--- src/rtl/conv2_seq_pkg.sv ---
// Shared types and constants for the conv layer 2 adder-tree sequencer.
package conv2_seq_pkg;

  typedef enum logic [2:0] {
    S_IDLE,
    S_WAKE,
    S_RUN,
    S_DRAIN,
    S_DONE
  } seq_state_t;

  localparam int unsigned C_NUM_STAGES    = 5;
  localparam int unsigned C_OUT_DIM       = 22;
  localparam int unsigned C_TOTAL_OUTPUTS = C_OUT_DIM * C_OUT_DIM;

  // Width able to hold 0..max_val inclusive.
  function automatic int unsigned cnt_width(input int unsigned max_val);
    return (max_val < 1) ? 1 : $clog2(max_val + 1);
  endfunction

endpackage

--- src/rtl/conv2_adder_tree_sequencer_gate_valid_pipe.sv ---
// Valid-token shift register for the gated adder tree: one bit per stage plus the
// final output register, and the next-cycle prefix-OR that drives supply gating.
module gate_valid_pipe #(
  parameter int unsigned NUM_STAGES = 5
) (
  input  logic                  clk,
  input  logic                  reset,
  input  logic                  shift_in,
  output logic [NUM_STAGES:0]   pipe,
  output logic [NUM_STAGES-1:0] prefix_next_c,
  output logic                  empty_next_c
);

  logic [NUM_STAGES:0] pipe_d;
  logic                run_or;

  always_comb begin
    pipe_d = {pipe[NUM_STAGES-1:0], shift_in};
  end

  always_ff @(posedge clk) begin
    if (reset) begin
      pipe <= '0;
    end else begin
      pipe <= pipe_d;
    end
  end

  // Stage k stays powered while any token sits at or before its input.
  always_comb begin
    prefix_next_c = '0;
    run_or        = 1'b0;
    for (int k = 0; k < NUM_STAGES; k++) begin
      run_or           = run_or | pipe_d[k];
      prefix_next_c[k] = run_or;
    end
    empty_next_c = (pipe_d == '0);
  end

endmodule

--- src/rtl/conv2_adder_tree_sequencer.sv ---
// Sequences operand and supply gating of the conv layer 2 adder tree: wakes the
// stages, accepts one window per cycle up to the frame size, drains, reports done.
module conv2_adder_tree_sequencer
  import conv2_seq_pkg::*;
#(
  parameter int unsigned NUM_STAGES    = C_NUM_STAGES,
  parameter int unsigned WAKE_CYCLES   = 2,
  parameter int unsigned TOTAL_OUTPUTS = C_TOTAL_OUTPUTS
) (
  input  logic                  clk,
  input  logic                  reset,
  input  logic                  start,
  input  logic                  in_valid,
  output logic                  in_ready,
  output logic [NUM_STAGES-1:0] stage_en,
  output logic [NUM_STAGES-1:0] supply_en,
  output logic                  out_valid,
  output logic                  busy,
  output logic                  frame_done
);

  localparam int unsigned       CNT_W     = cnt_width(TOTAL_OUTPUTS);
  localparam int unsigned       WAKE_W    = 4;
  localparam logic [CNT_W-1:0]  LAST_CNT  = CNT_W'(TOTAL_OUTPUTS);
  localparam logic [WAKE_W-1:0] WAKE_LOAD = WAKE_W'(WAKE_CYCLES - 1);

  seq_state_t                state_q, state_d;
  logic [WAKE_W-1:0]         wake_q, wake_d;
  logic [CNT_W-1:0]          cnt_q, cnt_d;
  logic [CNT_W-1:0]          cnt_inc;
  logic                      in_ready_d;
  logic [NUM_STAGES-1:0]     supply_d;
  logic                      busy_d;
  logic                      done_d;
  logic                      accept_c;
  logic [NUM_STAGES:0]       pipe;
  logic [NUM_STAGES-1:0]     prefix_next_c;
  logic                      empty_next_c;

  assign accept_c  = in_valid & in_ready;
  assign cnt_inc   = cnt_q + CNT_W'(1);
  assign stage_en  = pipe[NUM_STAGES-1:0];
  assign out_valid = pipe[NUM_STAGES];

  gate_valid_pipe #(
    .NUM_STAGES(NUM_STAGES)
  ) u_pipe (
    .clk          (clk),
    .reset        (reset),
    .shift_in     (accept_c),
    .pipe         (pipe),
    .prefix_next_c(prefix_next_c),
    .empty_next_c (empty_next_c)
  );

  always_ff @(posedge clk) begin
    if (reset) begin
      state_q    <= S_IDLE;
      wake_q     <= '0;
      cnt_q      <= '0;
      in_ready   <= 1'b0;
      supply_en  <= '0;
      busy       <= 1'b0;
      frame_done <= 1'b0;
    end else begin
      state_q    <= state_d;
      wake_q     <= wake_d;
      cnt_q      <= cnt_d;
      in_ready   <= in_ready_d;
      supply_en  <= supply_d;
      busy       <= busy_d;
      frame_done <= done_d;
    end
  end

  // Next state and next values of the registered outputs.
  always_comb begin
    state_d    = state_q;
    wake_d     = wake_q;
    cnt_d      = cnt_q;
    in_ready_d = 1'b0;
    supply_d   = '0;
    busy_d     = 1'b1;
    done_d     = 1'b0;
    case (state_q)
      S_IDLE: begin
        busy_d = 1'b0;
        if (start) begin
          state_d  = S_WAKE;
          wake_d   = WAKE_LOAD;
          cnt_d    = '0;
          busy_d   = 1'b1;
          supply_d = '1;
        end
      end
      S_WAKE: begin
        supply_d = '1;
        if (wake_q == '0) begin
          state_d    = S_RUN;
          in_ready_d = 1'b1;
        end else begin
          wake_d = wake_q - WAKE_W'(1);
        end
      end
      S_RUN: begin
        supply_d   = '1;
        in_ready_d = 1'b1;
        if (accept_c) begin
          cnt_d = cnt_inc;
          if (cnt_inc == LAST_CNT) begin
            state_d    = S_DRAIN;
            in_ready_d = 1'b0;
            supply_d   = prefix_next_c;
          end
        end
      end
      S_DRAIN: begin
        if (empty_next_c) begin
          state_d = S_DONE;
          done_d  = 1'b1;
        end else begin
          supply_d = prefix_next_c;
        end
      end
      S_DONE: begin
        state_d = S_IDLE;
        busy_d  = 1'b0;
      end
      default: begin
        state_d = S_IDLE;
        busy_d  = 1'b0;
      end
    endcase
  end

endmodule

--- config.mk ---
export PLATFORM = sky130hd
export DESIGN_NAME = conv2_adder_tree_sequencer
export DESIGN_NICKNAME = d
export VERILOG_FILES = /design/src/rtl/conv2_seq_pkg.sv /design/src/rtl/conv2_adder_tree_sequencer_gate_valid_pipe.sv /design/src/rtl/conv2_adder_tree_sequencer.sv
export SDC_FILE = /design/constraint.sdc
export NUM_CORES = 1
export LEC_CHECK = 0
export BUFFER_PORTS_ARGS = -buffer_cell sky130_fd_sc_hd__buf_2
export CAP_MARGIN = 5
export CORE_MARGIN = 2
export CORE_UTILIZATION = 60
export CTS_CLUSTER_DIAMETER = 80
export DETAILED_ROUTE_END_ITERATION = 7
export PLACE_DENSITY = 0.8
export SLEW_MARGIN = 5
export SYNTH_ARGS = -nofsm -noshare
export SYNTH_HDL_FRONTEND = slang
export SYNTH_SLANG_ARGS = --single-unit
--- constraint.sdc ---
create_clock -name clk -period 5.9 [get_ports clk]
set_clock_uncertainty 0.2 [all_clocks]
set_input_delay 0 -clock clk [delete_from_list [all_inputs] [get_ports clk]]
set_output_delay 0 -clock clk [all_outputs]
set_load 0.02 [all_outputs]
==> results of run 1 <==
## final cells by class
type,count,area [sq um]
multi-input combinational,119,756
fill,186,634
sequential,30,601
timing repair buffer,21,125
clock buffer,7,55.1
tap,28,35.0
inverter,6,22.5
clock inverter,1,5.00
## flip-flops by register name, indices dropped and copies added (netlist names)
| register | flops |
|---|---|
| cnt_q | 9 |
| supply_en | 5 |
| u_pipe.pipe | 6 |
| in_ready | 1 |
| busy | 1 |
| frame_done | 1 |
| state_q | 3 |
| wake_q | 4 |
## tightest hold or removal path, cell delays in order (launching register included)
cell,delay (ps)
dfxtp_1,330
inv_1,70
nor2_1,40
## metrics by stage
step / power [mW] / cell area [sq um] / hold slack, ps / instances
after floorplan: 0.342 / 1430 / -12.1 / 164
after global placement: 0.364 / 1500 / 166 / 200
after detailed placement: 0.368 / 1500 / 180 / 200
after CTS: 0.494 / 1600 / 278 / 212
after global routing: 0.520 / 1600 / 311 / 212
final: 0.492 / 1600 / 276 / 212
## cells in the mapped netlist (2+ instances only)
library cell  count  share of area [%]
a21oi_1          13                4.5
ha_1              3                2.6
a211oi_1          3                1.6
o31ai_1           2                1.0
nand3b_1          4                2.1
nor3b_1           4                2.1
nand3_1           5                1.7
nor3_1            7                2.4
clkbuf_1          5                1.3
xnor2_1           2                1.2
a21bo_2           2                1.4
inv_1             6                1.6
nor4_1            4                1.7
nor2_1           22                5.8
dfxtp_1          30                 42
a31oi_1           5                2.2
nor4b_1           4                2.4
nand2_1           8                2.1
o21ai_0           6                2.1
buf_4             3                1.6
nor2b_1           5                2.2
nand2b_1          2               0.87
## power breakdown
group | internal [mW] | switching, mW | leakage, nW
Sequential | 0.225 | 0.0214 | 0.245
Clock | 0.0576 | 0.0694 | 0.0353
Combinational | 0.0514 | 0.0677 | 0.353
## final timing paths
path                                                 from                        end
worst max-delay path                cnt_q[0]$_SDFFE_PP0P_    state_q[0]$_SDFFE_PP0P_
worst min-delay path            u_pipe.pipe[3]$_SDFF_PP0_  u_pipe.pipe[4]$_SDFF_PP0_
worst min register to register  u_pipe.pipe[3]$_SDFF_PP0_  u_pipe.pipe[4]$_SDFF_PP0_
worst max register to register      cnt_q[0]$_SDFFE_PP0P_    state_q[0]$_SDFFE_PP0P_
## logic make-up (layout without fill, tap and decap cells)
logic type,Yosys count,after routing,share of synthesized area [%]
buffers and inverters,15,35,5.24
adder cells (fa/ha/maj),3,3,2.62
AND/OR/NAND/NOR,76,76,31.5
flip-flops,30,30,42.0
AO/OA/AOI/OAI,38,38,17.5
XOR/XNOR,2,2,1.22
## metal layers
metal  vias to the layer above  wire length, um
met3                         7              107
met2                        23             1270
li1                        630                -
met1                       587             1380
met4                         0               59
met5                         -                0
==> impl_metrics.csv, run 1 <==
group,metric,value,unit
setup_path,crit_chain,"ha_1, nor3b_2, a31oi_1, or4b_4, or4_4, o21ai_2",
setup_path,required,5970,ps
grt,grtUsageMet3,5.43,%
cts,post_cts_buffers,0,
finish,final_util,71.6,%
grt,grt_overflow,0,
timing,slew_viol_final,0,
timing,finalCritPeriodShare,40.6,%
timing,slew_headroom,51.2,%
cts,postCtsHoldBufs,4,
synthesis,ys_types,41,
cts,root_buffer,"clkbuf_4",
cts,cts.path.max_buffers,2,
hold_path,holdPathStages,2,
cts,cts_tree,"yes",
timing,worst_pin_slew,713,ps
setup_path,critPathSlowestCell,"dfxtp_1",
floorplan,core_area,2230,sq um
flow_run,drv_cap,0,
routing,first_pass_iters,4,
power_and_ir_drop,p_leak,0.633,nW
placement,io_buffers,17,
grt,grt_busiest_layer,"met2",
routing,routed_wirelength,2810,um
floorplan,io_pins,18,
setup_path,cp.depth,6,
routing,wl_per_cell,13.2,um
power_and_ir_drop,powerDensity,308,nW/um^2
setup_path,path_buf_inv,0,
floorplan,rows,17,
setup_path,slowest_delay,540,ps
cts,cts_buffers,5,
timing,fin_setup_tns,0,ps
synthesis,netlist_instances,164,
placement,gp_congestion,0.912,
routing,drtAntennaViolNets,0,
cts,clk_pin_slew_worst_paths,90,ps
setup_path,crit_path_start_kind,"register",
synthesis,synth_ff_type,"dfxtp_1",
routing,route.vias.total,1247,
synthesis,ys_warn_count,0,
synthesis,ys_seq_area_share,42.0,%
floorplan,die-area,2790,sq um
timing,final_hold_viol_count,0,
timing,finalCriticalPeriod,2400,ps
grt,use_met1,29.3,%
setup_path,reg2reg_slack,3500,ps
finish,final_cell_mix,"30 x dfxtp_1, 22 x nor2_1, 17 x buf_2",
power_and_ir_drop,peakVddDrop,0.000261,V
grt,grt_pass1_vias,1049,
placement,dp_hpwl,1940,um
finish,layout-drive-gt1-share,18.5,%
finish,area_growth,11.7,%
timing,fmax,417,MHz
setup_path,reg2reg_depth,6,
synthesis,synth_nets,171,
grt,antenna_found_initial,0,
grt,grt_pass1_wl,4620,um
grt,grtUsageMet2,35.2,%
hold_path,hold_class,"reg2reg",
setup_path,cp_data_arrival_time,2460,ps
finish,num-nets-final,190,
synthesis,synthesis.area,1430,sq um
synthesis,async_flop_share,0,%
cts,ctsResizeCount,0,
placement,dp_slack,3550,ps
synthesis,syn_avg_cell_area,8.73,sq um
floorplan,die_w,52.8,um
floorplan,dieHeight,52.8,um
setup_path,cp-end-kind,"register",
outcome,status,"finished clean",
finish,final_common_cell,"dfxtp_1",
routing,vias_per_cell,5.88,
grt,grt_usage,23.1,%
cts,insertion_delay,340,ps
synthesis,ys_seq_elements,30,
finish,num_antenna_cells,0,
cts,cts_sinks,30,
setup_path,critical-path-top-delay-family,"simple AND/OR/NAND/NOR gates",
grt,grt_max_degree,27,
setup_path,path_class,"reg2reg",
synthesis,synth_edf_count,0,
timing,finalWorstSetupSlack,3500,ps
routing,drc,0,
timing,setup_viol,0,
setup_path,crit_fanout,11,
routing,first_iter_violations,18,
cts,cts-htree-levels,2,
timing,grt_setup_unrepaired,"false",
floorplan,initial_utilization,64.1,%
(Power assumes the default switching activity.)
==> inputs of run 2 (changes only) <==
- CORE_UTILIZATION: 60 -> 56
- PLACE_DENSITY: 0.8 -> 0.75
- clock period: 5.9 -> 2.35 ns (I/O delays scaled with it)
==> impl_metrics.csv, run 2 (same netlist as run 1, synthesis figures left out) <==
group,metric,value,unit
finish,largest_register_ffs,9,
cts,cts_sinks,30,
floorplan,initial_utilization,58.3,%
finish,num-nets-final,197,
floorplan,die-area,2980,sq um
setup_path,crit_end,"state_q[0]$_SDFFE_PP0P_",
setup_path,crit_fanout,6,
setup_path,cp_data_arrival_time,2260,ps
routing,first_pass_iters,4,
cts,clk_pin_slew_worst_paths,90,ps
cts,cts_tree,"yes",
setup_path,cp-end-kind,"register",
setup_path,path_class,"reg2reg",
timing,slew_headroom,56.5,%
finish,regMostFlops,"cnt_q",
cts,root_buffer,"clkbuf_4",
finish,layout-drive-gt1-share,22.0,%
timing,finalCritPeriodShare,93.0,%
power_and_ir_drop,swShare,30.7,%
floorplan,io_pins,18,
floorplan,core_area,2450,sq um
timing,grt_setup_unrepaired,"false",
grt,antenna_found_initial,0,
setup_path,crit_start,"cnt_q[0]$_SDFFE_PP0P_",
timing,slew_viol_final,0,
power_and_ir_drop,pwr-share-seq,45.4,%
floorplan,rows,18,
finish,final_cell_mix,"30 x dfxtp_1, 22 x nor2_1, 17 x buf_2",
power_and_ir_drop,p_switching,0.411,mW
setup_path,r2r_start,"cnt_q[0]$_SDFFE_PP0P_",
finish,final_common_cell,"dfxtp_1",
power_and_ir_drop,powerDensity,802,nW/um^2
hold_path,hold_class,"reg2reg",
power_and_ir_drop,peakVddDrop,0.000844,V
grt,grt_pass1_vias,1112,
finish,area_growth,16.8,%
routing,route.vias.total,1281,
setup_path,crit_chain,"ha_1, and2b_1, a31oi_1, or4b_4, or4_4, o21ai_2",
setup_path,slowest_delay,520,ps
cts,cts.path.max_buffers,2,
cts,insertion_delay,330,ps
finish,final_util,68.1,%
power_and_ir_drop,p_comb_share,24.9,%
power_and_ir_drop,intPower,0.930,mW
timing,final_hold_viol_count,0,
setup_path,worstReg2RegEnd,"state_q[0]$_SDFFE_PP0P_",
cts,cts_buffers,5,
finish,top_regs,"cnt_q x9, u_pipe.pipe x6, supply_en x5",
timing,worst_pin_slew,647,ps
routing,drc,0,
placement,io_buffers,17,
setup_path,reg2reg_slack,160,ps
cts,cts-htree-levels,2,
routing,vias_per_cell,5.80,
setup_path,crit_path_start_kind,"register",
routing,drtAntennaViolNets,0,
setup_path,required,2420,ps
flow_run,drv_cap,0,
grt,grt_max_degree,27,
grt,grt_pass1_wl,4990,um
setup_path,critPathSlowestCell,"or4b_4",
timing,fmax,457,MHz
routing,wl_per_cell,13.2,um
placement,dp_hpwl,2060,um
placement,gp_congestion,0.900,
grt,grt_overflow,0,
setup_path,reg2reg_depth,6,
routing,first_iter_violations,30,
cts,ctsResizeCount,0,
routing,routed_wirelength,2910,um
timing,fin_setup_tns,0,ps
floorplan,die_w,54.6,um
timing,finalCriticalPeriod,2190,ps
timing,setup_viol,0,
power_and_ir_drop,p_leak,0.678,nW
power_and_ir_drop,p_clk_share,29.7,%
outcome,status,"finished clean",
finish,num_antenna_cells,0,
floorplan,dieHeight,54.6,um
grt,grt_usage,24.5,%
-- run 2: through the flow --
stage / hold WS (ps) / cells / instance area (sq um) / worst slack, ps / power (mW)
6_report: 285 / 221 / 1670 / 164 / 1.34
4_1_cts: 288 / 221 / 1670 / 160 / 1.35
2_1_floorplan: -12.1 / 164 / 1430 / 241 / 0.859
3_5_place_dp: 187 / 209 / 1550 / 175 / 0.952
5_1_grt: 308 / 221 / 1670 / 37.0 / 1.43
3_3_place_gp: 179 / 209 / 1550 / 228 / 0.937
-- run 2: worst min path at each step --
stage	startpoint	endpoint	slack, ps	cells past startpoint
2_1_floorplan	start	busy$_SDFF_PP0_	-10	2
3_3_place_gp	in_valid	u_pipe.pipe[0]$_SDFF_PP0_	180	3
3_5_place_dp	in_valid	u_pipe.pipe[0]$_SDFF_PP0_	190	3
4_1_cts	u_pipe.pipe[4]$_SDFF_PP0_	u_pipe.pipe[5]$_SDFF_PP0_	290	1
5_1_grt	u_pipe.pipe[4]$_SDFF_PP0_	u_pipe.pipe[5]$_SDFF_PP0_	310	1
6_report	u_pipe.pipe[4]$_SDFF_PP0_	u_pipe.pipe[5]$_SDFF_PP0_	290	1
-- run 2: power by group through the flow --
| stage | Combinational (mW) | Clock [mW] | Sequential [mW] |
|---|---|---|---|
| floorplan | 0.221 | 0 | 0.638 |
| global placement | 0.319 | 0 | 0.618 |
| detailed placement | 0.329 | 0 | 0.622 |
| CTS | 0.337 | 0.408 | 0.610 |
| global route | 0.377 | 0.437 | 0.620 |
| finish | 0.334 | 0.398 | 0.609 |
-- run 2: layer usage --
metal	part of all wire [%]	GRT usage, %	wire length (um)	vias to the layer above
met3	5.4	8.20	156	7
met2	48	41.2	1390	41
li1	-	-	-	645
met4	2.2	11.3	65	0
met5	0	0	0	-
met1	45	27.9	1300	588
-- run 2: timing repair --
item,in CTS,in global routing
setup endpoints to repair,0,0
buffers inserted,0,0
hold endpoints to repair,24,0
hold buffers,4,0
-- run 2: worst max-delay path: cells and delay by family (launching register included) --
family | cells | cell delay [ps]
compound gates | 2 | 130
flops | 1 | 320
simple gates | 3 | 1240
fa+ha+maj | 1 | 250
-- run 2: cell type report --
class	instances	area, sq um
Fill cell	195	783
Multi-Input combinational cell	119	756
Sequential cell	30	601
Timing Repair Buffer	28	178
Clock inverter	3	40.0
Clock buffer	5	37.5
Tap cell	30	37.5
Inverter	6	22.5
==> inputs of run 3 (changes only) <==
- CORE_UTILIZATION: 56 -> 50
- MAX_ROUTING_LAYER: not set -> met4
- PLACE_DENSITY: 0.75 -> 0.71
- clock period: 2.35 -> 2 ns (I/O delays scaled with it)
==> impl_metrics.csv, run 3 (same netlist as run 1, synthesis figures left out) <==
group,metric,value,unit
outcome,status,"complete, but fails checks",
outcome,failed_checks,"setup timing",
power_and_ir_drop,powerDensity,873,nW/um^2
hold_path,min_to,"u_pipe.pipe[3]$_SDFF_PP0_",
routing,wl_per_cell,13.8,um
routing,drc,0,
power_and_ir_drop,p_switching,0.511,mW
grt,antenna_found_initial,0,
routing,routed_wirelength,3220,um
setup_path,required,2060,ps
hold_path,hold_class,"reg2reg",
timing,slew_viol_final,0,
grt,grt_usage,21.8,%
grt,grt_overflow,0,
flow_run,drv_cap,0,
placement,gp_congestion,0.895,
finish,area_growth,25.5,%
setup_path,cp_data_arrival_time,2100,ps
cts,clk_pin_slew_worst_paths,100,ps
cts,cts_tree,"yes",
finish,multiInputGateArea,796,sq um
timing,finalWorstSetupSlack,-30.5,ps
setup_path,reg2reg_slack,-30,ps
finish,regMostFlops,"cnt_q",
setup_path,path_class,"reg2reg",
floorplan,die-area,3310,sq um
routing,first_iter_violations,44,
setup_path,worstReg2RegEnd,"state_q[0]$_SDFFE_PP0P_",
finish,num-nets-final,209,
timing,grt_setup_unrepaired,"true",
timing,final_hold_viol_count,0,
floorplan,core_area,2730,sq um
floorplan,initial_utilization,52.4,%
finish,fillCellCount,227,
hold_path,holdPathStages,1,
setup_path,cp-end-kind,"register",
placement,dp_hpwl,2210,um
cts,cts-htree-levels,2,
timing,fin_setup_tns,-30.5,ps
power_and_ir_drop,swShare,32.6,%
floorplan,dieHeight,57.5,um
floorplan,die_w,57.5,um
finish,final-seq-area,608,sq um
grt,grt_max_degree,27,
placement,io_buffers,17,
cts,cts_sinks,30,
cts,post_cts_buffers,0,
power_and_ir_drop,peakVddDrop,0.000811,V
setup_path,reg2reg_depth,5,
cts,cts_buffers,5,
timing,fmax,492,MHz
finish,largest_register_ffs,9,
setup_path,crit_fanout,7,
timing,setup_viol,1,
cts,insertion_delay,330,ps
floorplan,io_pins,18,
finish,top_regs,"cnt_q x9, u_pipe.pipe x6, supply_en x5",
grt,grt_pass1_wl,5400,um
routing,first_pass_iters,4,
finish,num_antenna_cells,0,
timing,worst_pin_slew,485,ps
power_and_ir_drop,pwr-share-seq,45.6,%
finish,final_cell_mix,"24 x dfxtp_1, 20 x nor2_1, 19 x buf_4",
finish,final_util,65.7,%
power_and_ir_drop,p_comb_share,30.0,%
power_and_ir_drop,p_leak,0.729,nW
power_and_ir_drop,intPower,1.06,mW
timing,slew_headroom,67.7,%
setup_path,r2r_start,"cnt_q[6]$_SDFFE_PP0P_",
timing,finalCriticalPeriod,2030,ps
routing,vias_per_cell,5.75,
routing,drtAntennaViolNets,0,
power_and_ir_drop,p_clk_share,24.5,%
hold_path,min_from,"u_pipe.pipe[2]$_SDFF_PP0_",
cts,root_buffer,"clkbuf_4",
timing,finalCritPeriodShare,102,%
finish,layout-drive-gt1-share,33.0,%
finish,final_common_cell,"dfxtp_1",
setup_path,crit_path_start_kind,"register",
cts,cts.path.max_buffers,2,
floorplan,rows,19,
routing,route.vias.total,1346,
timing,whs,293,ps
grt,grt_pass1_vias,1235,
## run 3: changes by cell type in the layout (fill, tap and decap cells not counted), moves of 2 or more
cell / before / now
buf_4: 7 / 19
dfxtp_1: 30 / 24
dfxtp_2: 0 / 6
nor2_1: 22 / 20
nor2_2: 0 / 2
nor4_1: 4 / 2
nor4_2: 0 / 2
## run 3: worst max path at each step
stage	start	to	slack, ps	cells after the start
4_1_cts	cnt_q[1]$_SDFFE_PP0P_	state_q[0]$_SDFFE_PP0P_	-7	6
3_3_place_gp	cnt_q[0]$_SDFFE_PP0P_	state_q[0]$_SDFFE_PP0P_	1	6
3_5_place_dp	cnt_q[0]$_SDFFE_PP0P_	state_q[0]$_SDFFE_PP0P_	-30	6
2_1_floorplan	cnt_q[0]$_SDFFE_PP0P_	state_q[0]$_SDFFE_PP0P_	10	6
6_report	cnt_q[6]$_SDFFE_PP0P_	state_q[0]$_SDFFE_PP0P_	-30	5
5_1_grt	cnt_q[0]$_SDFFE_PP0P_	state_q[0]$_SDFFE_PP0P_	-80	6
## run 3: final cells by class
class,instances,area share [%]
inverters,6,1.25
repair buffers,40,14.9
flip-flops and latches,30,33.8
multi-input cells,119,44.3
clock inverters,2,0.696
clock buffers,6,2.86
well taps,31,2.16
## run 3: through the flow
| step | cells | setup slack [ps] | total power [mW] | cell area [sq um] |
|---|---|---|---|---|
| floorplan | 164 | 11.5 | 1.01 | 1450 |
| global placement | 222 | 1.11 | 1.16 | 1660 |
| detailed placement | 222 | -30.5 | 1.17 | 1660 |
| CTS | 234 | -6.91 | 1.58 | 1780 |
| global route | 234 | -84.6 | 1.66 | 1800 |
| finish | 234 | -30.5 | 1.57 | 1800 |
## run 3: critical path, stage by stage (launching register included)
cell      delay (ps)
dfxtp_1          450
nand3_1          190
nor4_1           390
a211oi_2         120
or4_4            550
o21ai_2           60
## run 3: power by group through the flow
stage / registers [mW] / clock network [mW] / logic (mW)
after floorplan: 0.749 / 0 / 0.260
after global routing: 0.725 / 0.427 / 0.513
final: 0.715 / 0.384 / 0.471
after CTS: 0.712 / 0.395 / 0.468
after detailed placement: 0.722 / 0 / 0.446
after global placement: 0.719 / 0 / 0.437
## run 3: metal layers
| layer | routed length (um) | track usage, % | vias to the layer above |
|---|---|---|---|
| met5 | 0 | - | - |
| met4 | 45 | 7.97 | 0 |
| met3 | 142 | 6.12 | 6 |
| met2 | 1640 | 37.2 | 34 |
| met1 | 1390 | 24.0 | 640 |
| li1 | - | - | 666 |
## run 3: what timing repair did
| item | in CTS | in global routing |
|---|---|---|
| hold endpoints to repair | 25 | 0 |
| hold buffers | 4 | 0 |
| setup endpoints to repair | 3 | 9 |
| resized for setup | 5 | 6 |
| pin swaps | 2 | 0 |
